$ cat src/rtl/vector_accum_sched_if.sv
// Job/stream handshake bundle for vector_accum_sched.
// master drives jobs and input vectors; slave is the accumulator.
interface vector_accum_sched_if #(
  parameter int WEIGHT_COLS    = 3,
  parameter int DOT_PROD_WIDTH = 16,
  parameter int COUNT_WIDTH    = 5
);
  logic                                       start;
  logic [COUNT_WIDTH-1:0]                     num_vecs;
  logic                                       in_valid;
  logic                                       in_ready;
  logic [0:WEIGHT_COLS-1][DOT_PROD_WIDTH-1:0] in_vector;
  logic                                       out_valid;
  logic                                       out_ready;
  logic [0:WEIGHT_COLS-1][DOT_PROD_WIDTH-1:0] out_vector;
  logic                                       overflow;
  logic                                       busy;

  modport master (
    output start, num_vecs, in_valid, in_vector, out_ready,
    input  in_ready, out_valid, out_vector, overflow, busy
  );

  modport slave (
    input  start, num_vecs, in_valid, in_vector, out_ready,
    output in_ready, out_valid, out_vector, overflow, busy
  );
endinterface

$ cat src/rtl/vector_accum_sched.sv
// Element-wise vector accumulator with IDLE/ACCUM/OUTPUT sequencing.
// `VEC_ACC_SAT_EN selects saturating elements; default wraps.
module vector_accum_sched #(
  parameter int WEIGHT_COLS    = 3,
  parameter int DOT_PROD_WIDTH = 16,
  parameter int COUNT_WIDTH    = 5
) (
  input  logic                 clk,
  input  logic                 reset,
  vector_accum_sched_if.slave  bus
);

  localparam int W = DOT_PROD_WIDTH;

  typedef enum logic [1:0] {
    IDLE   = 2'd0,
    ACCUM  = 2'd1,
    OUTPUT = 2'd2
  } state_t;

  state_t                         state_q, state_d;
  logic [0:WEIGHT_COLS-1][W-1:0]  acc_q, acc_d;
  logic [COUNT_WIDTH-1:0]         cnt_q, cnt_d;
  logic                           ovf_q, ovf_d;
  logic [W:0]                     sum [WEIGHT_COLS];
  logic                           beat;

  assign beat = (state_q == ACCUM) && bus.in_valid;

  // Per-element widened sums; the top bit is the carry-out
  always_comb begin
    for (int i = 0; i < WEIGHT_COLS; i++) begin
      sum[i] = {1'b0, acc_q[i]} + {1'b0, bus.in_vector[i]};
    end
  end

  // Next-state, accumulator, count and overflow update
  always_comb begin
    state_d = state_q;
    acc_d   = acc_q;
    cnt_d   = cnt_q;
    ovf_d   = ovf_q;
    unique case (state_q)
      IDLE: begin
        if (bus.start) begin
          acc_d   = '0;
          ovf_d   = 1'b0;
          cnt_d   = bus.num_vecs;
          state_d = (bus.num_vecs == '0) ? OUTPUT : ACCUM;
        end
      end
      ACCUM: begin
        if (beat) begin
          for (int i = 0; i < WEIGHT_COLS; i++) begin
`ifdef VEC_ACC_SAT_EN
            acc_d[i] = sum[i][W] ? {W{1'b1}} : sum[i][W-1:0];
`else
            acc_d[i] = sum[i][W-1:0];
`endif
            if (sum[i][W]) ovf_d = 1'b1;
          end
          cnt_d = cnt_q - 1'b1;
          if (cnt_q == {{(COUNT_WIDTH-1){1'b0}}, 1'b1})
            state_d = OUTPUT;
        end
      end
      OUTPUT: begin
        if (bus.out_ready) state_d = IDLE;
      end
      default: state_d = IDLE;
    endcase
  end

  // State registers with synchronous reset
  always_ff @(posedge clk) begin
    if (reset) begin
      state_q <= IDLE;
      acc_q   <= '0;
      cnt_q   <= '0;
      ovf_q   <= 1'b0;
    end else begin
      state_q <= state_d;
      acc_q   <= acc_d;
      cnt_q   <= cnt_d;
      ovf_q   <= ovf_d;
    end
  end

  assign bus.in_ready   = (state_q == ACCUM);
  assign bus.out_valid  = (state_q == OUTPUT);
  assign bus.busy       = (state_q != IDLE);
  assign bus.out_vector = acc_q;
  assign bus.overflow   = ovf_q;

endmodule

$ cat src/flat_wrapper.sv
// flat-port wrapper written by rule: the top's interface ports become plain ports
module vector_accum_sched_flat 
#(
  parameter int WEIGHT_COLS    = 3,
  parameter int DOT_PROD_WIDTH = 16,
  parameter int COUNT_WIDTH    = 5
)
  (clk, reset, bus_start, bus_num_vecs, bus_in_valid, bus_in_vector, bus_out_ready, bus_in_ready, bus_out_valid, bus_out_vector, bus_overflow, bus_busy);
  vector_accum_sched_if #(.WEIGHT_COLS(WEIGHT_COLS), .DOT_PROD_WIDTH(DOT_PROD_WIDTH), .COUNT_WIDTH(COUNT_WIDTH)) bus_i ();
  input  logic clk;
  input  logic reset;
  input wire logic [$bits(bus_i.start)-1:0] bus_start;
  input wire logic [$bits(bus_i.num_vecs)-1:0] bus_num_vecs;
  input wire logic [$bits(bus_i.in_valid)-1:0] bus_in_valid;
  input wire logic [$bits(bus_i.in_vector)-1:0] bus_in_vector;
  input wire logic [$bits(bus_i.out_ready)-1:0] bus_out_ready;
  output wire logic [$bits(bus_i.in_ready)-1:0] bus_in_ready;
  output wire logic [$bits(bus_i.out_valid)-1:0] bus_out_valid;
  output wire logic [$bits(bus_i.out_vector)-1:0] bus_out_vector;
  output wire logic [$bits(bus_i.overflow)-1:0] bus_overflow;
  output wire logic [$bits(bus_i.busy)-1:0] bus_busy;
  assign bus_i.start = bus_start;
  assign bus_i.num_vecs = bus_num_vecs;
  assign bus_i.in_valid = bus_in_valid;
  assign bus_i.in_vector = bus_in_vector;
  assign bus_i.out_ready = bus_out_ready;
  assign bus_in_ready = bus_i.in_ready;
  assign bus_out_valid = bus_i.out_valid;
  assign bus_out_vector = bus_i.out_vector;
  assign bus_overflow = bus_i.overflow;
  assign bus_busy = bus_i.busy;
  vector_accum_sched #(.WEIGHT_COLS(WEIGHT_COLS), .DOT_PROD_WIDTH(DOT_PROD_WIDTH), .COUNT_WIDTH(COUNT_WIDTH)) u_core (.clk(clk), .reset(reset), .bus(bus_i));
endmodule
$ cat config.mk
export PLATFORM = sky130hd
export DESIGN_NAME = vector_accum_sched_flat
export DESIGN_NICKNAME = d
export VERILOG_FILES = /design/src/rtl/vector_accum_sched_if.sv /design/src/rtl/vector_accum_sched.sv /design/src/flat_wrapper.sv
export SDC_FILE = /design/constraint.sdc
export NUM_CORES = 1
export LEC_CHECK = 0
export CORE_MARGIN = 2
export CORE_UTILIZATION = 45
export CTS_BUF_LIST = sky130_fd_sc_hd__clkbuf_16
export DETAILED_ROUTE_END_ITERATION = 10
export HOLD_SLACK_MARGIN = 0.03
export PLACE_DENSITY = 0.78
export SYNTH_ARGS = -nofsm -noshare
export SYNTH_HDL_FRONTEND = slang
export SYNTH_SLANG_ARGS = --single-unit
$ cat constraint.sdc
create_clock -name clk -period 2.4 [get_ports clk]
set_input_delay 0.48 -clock clk [delete_from_list [all_inputs] [get_ports clk]]
set_output_delay 0.48 -clock clk [all_outputs]
set_load 0.02 [all_outputs]
# Yosys cells after proc, flatten, opt, wreduce, memory -nomap -nowiden
# Cells that the tools add are included.
# W data, S select, Z words.
# totals
register_bits	56
elab_cells	44
# classes
n_addsub	4
n_eq_ne	8
mux	18
n_reduce_logical	8
# op_table
op	n
$mux W48	2
$pmux W48 S2	1
$add A16 B16 Y17	3
$mux W2	5
$mux W5	2
$pmux W5 S2	1
$reduce_and A4 Y1	2
$pmux W2 S3	1
$eq A5 B1 Y1 const B	1
$logic_not A5 Y1	1
$mux W1	5
$sub A5 B1 Y5 const B	1
$ne A2 B1 Y1 const B	2
$ne A2 B2 Y1 const B	2
$ne A4 B1 Y1 const B	1
$reduce_bool A2 Y1	2
$reduce_and A3 Y1	1
$eq A2 B1 Y1 const B	1
$eq A2 B2 Y1 const B	1
$logic_not A2 Y1	1
$pmux W1 S2	1
$logic_and A1 B1 Y1	1

# Logic depth before layout (Yosys ltp)
# Gate-level depths: netlist of run 1.
# logic_depth
depth_word	6
depth_mapped	10

# Worst setup path after synthesis of run 1
# OpenSTA, ideal clock, no wires.
# synth_path
path_kind	input to register
startpoint	input bus_in_vector[32]
endpoint	register u_core.acc_q, in the netlist u_core.bus.out_vector[46]
setup_ps	127
arrival_time_ps	2329
required_ps	2273
path_slack_ps	-56
stages	9
path_buffers	0
path_cell_list	ha_1 fa_1 a211oi_1 nor2_1 a41o_1 nor4_1 o31a_1 xor2_1 o21ai_0
# synth_via
elab_chain_len	3
# synth_rtl
item	line_no	text
from (decl)	flat_wrapper.sv:15	input wire logic [$bits(bus_i.in_vector)-1:0] bus_in_vector;
$add A16 B16 Y17	vector_accum_sched.sv:33	sum[i] = {1'b0, acc_q[i]} + {1'b0, bus.in_vector[i]};
$mux W48	vector_accum_sched.sv:53	if (beat) begin
$pmux W48 S2	vector_accum_sched.sv:43	unique case (state_q)
to (signal assigned)	vector_accum_sched.sv:78	acc_q <= '0;
to (signal assigned)	vector_accum_sched.sv:83	acc_q <= acc_d;
to (decl)	vector_accum_sched.sv:22	logic [0:WEIGHT_COLS-1][W-1:0] acc_q, acc_d;
# No other way between the ends. The select of a mux whose other input is x is not followed.
# A chain may end at the register's enable or synchronous reset.

# Final worst setup path of run 1
# layout_path
startpoint	register u_core.acc_q, in the netlist u_core.bus.out_vector[32]
endpoint	register u_core.acc_q, in the netlist u_core.bus.out_vector[45]
# layout_via
elab_chain_len	3
# layout_rtl
item	line_no
$add A16 B16 Y17	vector_accum_sched.sv:33
$mux W48	vector_accum_sched.sv:53
$pmux W48 S2	vector_accum_sched.sv:43
# No other way between the ends. The select of a mux whose other input is x is not followed.

==> results of run 1 <==
## flip-flops by register name (all words and copies together) (netlist names)
register               cells
u_core.bus.out_vector     48
u_core.bus.overflow        1
u_core.cnt_q               5
u_core.state_q             2
## report_power, final
part	switching, mW	leakage, nW	total (mW)	internal (mW)
clock	0.357	0.0850	0.846	0.489
sequential	0.0554	0.457	1.03	0.978
combinational	0.530	2.46	1.10	0.571
total	0.943	3.00	2.98	2.04
## cell usage after synthesis (2+ instances only)
| cell | n |
|---|---|
| a21oi_1 | 42 |
| fa_1 | 3 |
| a22oi_1 | 17 |
| nand2b_1 | 5 |
| a221oi_1 | 2 |
| nand4_1 | 6 |
| xnor2_1 | 20 |
| dfxtp_1 | 56 |
| o22ai_1 | 3 |
| or3_1 | 4 |
| nand2_1 | 42 |
| o2111a_1 | 3 |
| a211o_1 | 2 |
| inv_1 | 19 |
| nor2b_1 | 6 |
| and3_1 | 2 |
| o21bai_1 | 3 |
| ha_1 | 50 |
| nor2_1 | 56 |
| o31a_1 | 3 |
| o21ai_1 | 2 |
| clkbuf_1 | 13 |
| nor3b_1 | 2 |
| a22o_1 | 3 |
| o21a_1 | 12 |
| o21ai_0 | 39 |
| buf_2 | 2 |
| o31ai_1 | 4 |
| nand3_1 | 9 |
| o211ai_1 | 2 |
| xor2_1 | 17 |
| nor3_1 | 10 |
| a211oi_1 | 9 |
| nor4_1 | 3 |
| a31oi_1 | 5 |
| a21o_1 | 12 |
## final cells by class
class	instances	area (um^2)	area share (%)
Sequential cell	56	1130	16.4
Clock buffer	5	125	1.82
Inverter	19	71.3	1.04
Clock inverter	3	38.8	0.564
Tap cell	111	139	2.02
Multi-Input combinational cell	423	3390	49.3
Timing Repair Buffer	224	1990	28.9
## worst min path at each step
stage	startpoint	to	slack, ns	cells after the start
after global routing	u_core.bus.out_vector[44]$_SDFFE_PP0P_	u_core.bus.out_vector[44]$_SDFFE_PP0P_	0.51	2
after floorplan	u_core.cnt_q[3]$_SDFFE_PP0P_	u_core.cnt_q[3]$_SDFFE_PP0P_	0.46	2
final	u_core.bus.out_vector[29]$_SDFFE_PP0P_	u_core.bus.out_vector[29]$_SDFFE_PP0P_	0.47	2
after global placement	u_core.bus.overflow$_SDFFE_PP0P_	u_core.bus.overflow$_SDFFE_PP0P_	0.46	2
after detailed placement	u_core.bus.overflow$_SDFFE_PP0P_	u_core.bus.overflow$_SDFFE_PP0P_	0.47	2
after CTS	u_core.bus.overflow$_SDFFE_PP0P_	u_core.bus.overflow$_SDFFE_PP0P_	0.48	2
## worst min-delay path, stage by stage (launching register included)
cell	delay [ns]
dfxtp_1	0.33
nand2_1	0.05
o21ai_1	0.05
## cell families after synthesis
| logic type | Yosys count | synth area share, % |
|---|---|---|
| mux | 1 | 0.237 |
| simple gates | 154 | 17.0 |
| buf+inv | 38 | 4.00 |
| xor+xnor | 37 | 7.68 |
| flops | 56 | 26.6 |
| compound gates | 178 | 28.2 |
| fa+ha+maj | 53 | 16.3 |
## metrics by stage
stage,worst slack (ns),power (mW),hold slack (ns)
after floorplan,-0.00732,1.57,0.457
after global placement,-0.539,2.00,0.464
after detailed placement,-0.585,2.03,0.468
after CTS,-0.00830,2.90,0.479
after global routing,-0.0616,3.13,0.508
final,0.0488,2.98,0.474
## cells in the final DEF, fill, tap and decap left out, types with 8 or more instances in the layout
master           synthesis  layout
o21a_1                  12      11
xor2_1                  17      17
inv_1                   19      19
buf_4                    0     113
dfxtp_1                 56      54
nand2_1                 42      42
nand3_1                  9       8
nor2_1                  56      54
nor3_1                  10       9
ha_1                    50      25
a21oi_2                  0      10
a21oi_1                 42      32
o21ai_1                  2      12
o21ai_0                 39      24
dlymetal6s2s_1           0      13
a21o_1                  12      12
xnor2_1                 20      20
a22oi_1                 17      17
ha_4                     0      19
clkdlybuf4s50_1          0      92
## metal layers
metal	vias to the layer above	share of wire (%)	global-route usage, %
met5	-	0	0
met4	0	2.1	6.85
met3	29	7.1	4.85
met2	191	49	47.4
met1	2265	42	32.9
li1	2329	-	-
## timing repair
action | 4_1_cts | 5_1_grt
gates cloned | 0 | 0
buffers inserted | 4 | 4
setup endpoints to repair | 18 | 21
gates resized for setup | 41 | 77
pin swaps | 24 | 36
==> results.cfg, run 1 <==
[setup_path]
startpoint_type = flop
cp_data_arrival_time_ns = 2.53
r2r-end = u_core.bus.out_vector[45]$_SDFFE_PP0P_
slowest_stage = a2111oi_4
worst-path-buf-inv = 0
crit_required_ns = 2.58
max_stage_delay_ns = 0.41
regToRegStartpoint = u_core.bus.out_vector[32]$_SDFFE_PP0P_
criticalPathCategory = flop to flop
cp-end-kind = flop
critPathCapture = u_core.bus.out_vector[45]$_SDFFE_PP0P_
reg2reg_slack_ns = 0.05
critical_path.top_delay_family = compound AO/OA/AOI/OAI gates
rr_worst_depth = 8
cp.depth = 8
crit_path_max_fanout = 3
startpoint = u_core.bus.out_vector[32]$_SDFFE_PP0P_
critical_path.cell_chain = ha_4, a211o_1, a2111oi_4, o21ai_2, or3b_1, a31oi_2, xor2_1, o21ai_1

[detailed_routing]
drt-total-wl_um = 14000
vias = 4814
detail_route.wl_per_cell_um = 16.6
drt_drc_violations_left = 0
drtPass1Iterations = 5
drtIter0Drc = 235
ant_nets = 0
via_per_inst = 5.72

[synthesis]
mappedNetlistNets = 628
avgSynthCellArea_um2 = 8.16
synth_top_area_share_pct = 26.6
syn-cell-area_um2 = 4220
synth_ff_type = dfxtp_1
synth_seq_cells = 56
ys_warn_count = 0
ys_seq_area_share_pct = 26.6
synth_area_leader_cell = dfxtp_1
synth_area_leaders = dfxtp_1, ha_1, a21oi_1
synth_cells = 517
ys_types = 65
synth_edf_count = 0
synthArstFlopShare_pct = 0

[cts]
cts-htree-levels = 2
cts_hold_buf = 0
clk_latency_ns = 0.29
clk_pin_slew_ns = 0.08
clock_tree.root_cell = clkbuf_16
clockBufferDepth = 2
cts_tree = yes
cts_made_buffers = 5
cts.sinks = 56

[sta]
post-route-period-util_pct = 98.0
setup_viol = 0
fin_crit_ns = 2.35
skew_ns = 0.00653
slew_viol_final = 0
setup_tns_ns = 0
fmax_mhz = 425
rsz0062_at_grt = true
max_slew_margin_pct = 64.9
tightestPinTransition_ns = 0.523
finalHoldViolations = 0

[global_route]
gr-usage-all-layers_pct = 26.6
overflow = 0
grt_max_degree = 25
grt_pass1_wl_um = 22000
grt_pass1_vias = 4768
grt_antenna_before_repair = 0

[final_layout]
fin_cells = 841
num_antenna_cells = 0
layout-drive-gt1-share_pct = 27.0
design_area_um2 = 6880
nets = 840
fillerInstances = 638
final_core_util_pct = 75.2
area_delta_synth_final_pct = 63.1

[place]
globalplace.congestion = 0.901
dp_hpwl_um = 9920
numPlacedInstances = 825
io_buffers = 109
placed_cell_area_um2 = 6170

[status]
status = complete, no violations

[pwr]
p_per_area_nw_per_um2 = 433
irDropWorstVdd_mv = 0.382
p_leak_nw = 3.00

[die]
start_util_pct = 46.1
core.rowCount = 35
io_pins = 110
die_x_um = 101
die_area_um2 = 10200
core-area_um2 = 9150
die_h_um = 101

[job]
max-cap-violations = 0

[min_path]
hold_class = flop to flop
Note: power is estimated with default switching activity, not from simulation.
==> run 2, diff against run 1 <==
--- a/config.mk
+++ b/config.mk
@@ -6,11 +6,11 @@
 export NUM_CORES = 1
 export LEC_CHECK = 0
 export CORE_MARGIN = 2
-export CORE_UTILIZATION = 45
+export CORE_UTILIZATION = 30
 export CTS_BUF_LIST = sky130_fd_sc_hd__clkbuf_16
 export DETAILED_ROUTE_END_ITERATION = 10
 export HOLD_SLACK_MARGIN = 0.03
-export PLACE_DENSITY = 0.78
+export SLEW_MARGIN = 40
 export SYNTH_ARGS = -nofsm -noshare
 export SYNTH_HDL_FRONTEND = slang
 export SYNTH_SLANG_ARGS = --single-unit
==> constraint.sdc (replaced) <==
create_clock -name clk -period 2.14 [get_ports clk]
set_input_delay 0.428 -clock clk [delete_from_list [all_inputs] [get_ports clk]]
set_output_delay 0.428 -clock clk [all_outputs]
set_load 0.02 [all_outputs]
==> run 2 against run 1 <==
  * The flow now finishes with violations (negative setup slack)
  * Sequential share of layout area fell by 1.3 points
  * Hold slack improved by 0.0024 ns
  * Sequential power is 12% higher
  * Core utilization is 21 points lower
  * Power rose by 15%
  * Clock-buffer cell count increased by 1
  * Critical endpoint unchanged
==> results.cfg, run 2 (same netlist as run 1, synthesis figures left out) <==
[setup_path]
critical_path.top_delay_family = compound AO/OA/AOI/OAI gates
worst-path-buf-inv = 1
crit_required_ns = 2.34
cp_data_arrival_time_ns = 2.45
crit_path_max_fanout = 2
critPathCapture = u_core.bus.out_vector[45]$_SDFFE_PP0P_
cp.depth = 9
critical_path.cell_chain = dlygate4sd2_1, ha_4, o21a_4, a2111oi_4, o21ai_2, or3b_1, a31oi_2, xor2_1, o21ai_1
regToRegStartpoint = u_core.bus.out_vector[33]$_SDFFE_PP0P_
startpoint_type = primary input
slowest_stage = a2111oi_4
reg2reg_slack_ns = -0.11
rr_worst_depth = 8
r2r-end = u_core.bus.out_vector[45]$_SDFFE_PP0P_
startpoint = bus_in_vector[34]
max_stage_delay_ns = 0.43
criticalPathCategory = primary input to flop
cp-end-kind = flop

[sta]
fmax_mhz = 443
finalWorstSetupSlack_ns = -0.116
skew_ns = 0.00650
tightestPinTransition_ns = 0.471
slew_viol_final = 0
fin_crit_ns = 2.26
fin_hold_ws_ns = 0.477
setup_viol = 1
post-route-period-util_pct = 105
finalHoldViolations = 0
max_slew_margin_pct = 68.5
rsz0062_at_grt = true

[cts]
clockBufferDepth = 2
cts-htree-levels = 2
cts_made_buffers = 5
cts_tree = yes
clock_tree.root_cell = clkbuf_16
clk_latency_ns = 0.31
cts.sinks = 56
clk_pin_slew_ns = 0.08

[global_route]
globalRouteMet1Util_pct = 22.4
grt.met3_usage_pct = 3.11
grt_pass1_vias = 4850
grt_pass1_wl_um = 22800
overflow = 0
grt_max_degree = 25
grt_use_met2_pct = 35.7
grt_antenna_before_repair = 1
top_usage_layer = met2
gr-usage-all-layers_pct = 19.3

[final_layout]
fillerInstances = 1222
largest_register_ffs = 48
design_area_um2 = 7530
nets = 888
final_cell_mix = buf_4, clkdlybuf4s50_1, nor2_1, dfxtp_1, nand2_1
area_delta_synth_final_pct = 78.5
final_common_cell = buf_4
layout-drive-gt1-share_pct = 34.3

[die]
die_area_um2 = 15000
start_util_pct = 30.5
core-area_um2 = 13800
io_pins = 110
die_x_um = 123
core.rowCount = 43
die_h_um = 123

[detailed_routing]
drt_drc_violations_left = 0
ant_nets = 0
drt-total-wl_um = 14900
drtIter0Drc = 203
via_per_inst = 5.04
detail_route.wl_per_cell_um = 15.5
drtPass1Iterations = 6
vias = 4829

[place]
placed_cell_area_um2 = 6640
globalplace.congestion = 0.885
dp_hpwl_um = 10700
io_buffers = 109

[status]
violations = negative setup slack
status = finished with violations

[job]
max-cap-violations = 0

[pwr]
p_leak_nw = 3.28
p_per_area_nw_per_um2 = 454
irDropWorstVdd_mv = 0.310

[min_path]
hold_class = flop to flop
min_from = u_core.bus.out_vector[44]$_SDFFE_PP0P_
whs_path_depth = 2
==> run 2: changes by cell type in the layout (fill, tap and decap cells not counted), sizes merged <==
cell           delta
buf              +48
clkdlybuf4s15     +4
diode             +1
dlymetal6s2s      +1
clkinv            +1
inv               -1
bufinv            -1
clkdlybuf4s50    -19
dlygate4sd2      +15
==> run 2: report_power, final <==
part / total, mW / switching [mW] / internal (mW)
logic: 1.34 / 0.630 / 0.709
registers: 1.15 / 0.0549 / 1.10
clock network: 0.924 / 0.424 / 0.500
==> run 2: tightest hold or removal path: stages, from the launching register on <==
cell	delay (ns)
dfxtp_1	0.33
nand2_1	0.05
o21ai_0	0.06
==> run 2: how the worst min path moves through the flow <==
stage	end	slack [ns]
floorplan	u_core.cnt_q[3]$_SDFFE_PP0P_	0.46
global placement	u_core.bus.overflow$_SDFFE_PP0P_	0.46
detailed placement	u_core.bus.overflow$_SDFFE_PP0P_	0.47
CTS	u_core.bus.overflow$_SDFFE_PP0P_	0.47
global route	u_core.bus.overflow$_SDFFE_PP0P_	0.51
finish	u_core.bus.out_vector[44]$_SDFFE_PP0P_	0.48
==> run 2: final cells by class <==
class / instances / area (um^2) / area share, %
well taps: 180 / 225 / 2.99
clock buffers: 6 / 150 / 1.99
multi-input cells: 423 / 3580 / 47.5
inverters: 19 / 71.3 / 0.947
diodes: 1 / 2.50 / 0.0332
repair buffers: 272 / 2360 / 31.3
flip-flops and latches: 56 / 1140 / 15.1
clock inverters: 2 / 7.51 / 0.0997
==> run 2: through the flow <==
stage | setup TNS [ns] | cells | setup WS (ns) | util (%) | power [mW]
final | -0.116 | 959 | -0.116 | 54.4 | 3.41
after detailed placement | -16.37 | 936 | -0.847 | 48.0 | 2.35
after global placement | -15.43 | 936 | -0.828 | 48.0 | 2.33
after global routing | -0.699 | 959 | -0.173 | 54.4 | 3.61
after floorplan | -0.207 | 517 | -0.158 | - | 1.77
after CTS | -0.283 | 954 | -0.105 | 52.1 | 3.38
==> run 2: repair_timing <==
| action | in CTS | in global routing |
|---|---|---|
| setup endpoints to repair | 27 | 20 |
| gates resized for setup | 97 | 60 |
| endpoints found under the hold margin | 0 | 0 |
| hold buffers | 0 | 0 |
| buffers inserted | 10 | 4 |
| pin swaps | 51 | 33 |
==> run 2: per-layer routing <==
metal / up-vias / part of all wire, % / wire, um
li1: 2425 / - / -
met1: 2268 / 42 / 6220
met2: 115 / 51 / 7630
met3: 21 / 5.0 / 748
met4: 0 / 1.8 / 269
met5: - / 0 / 0
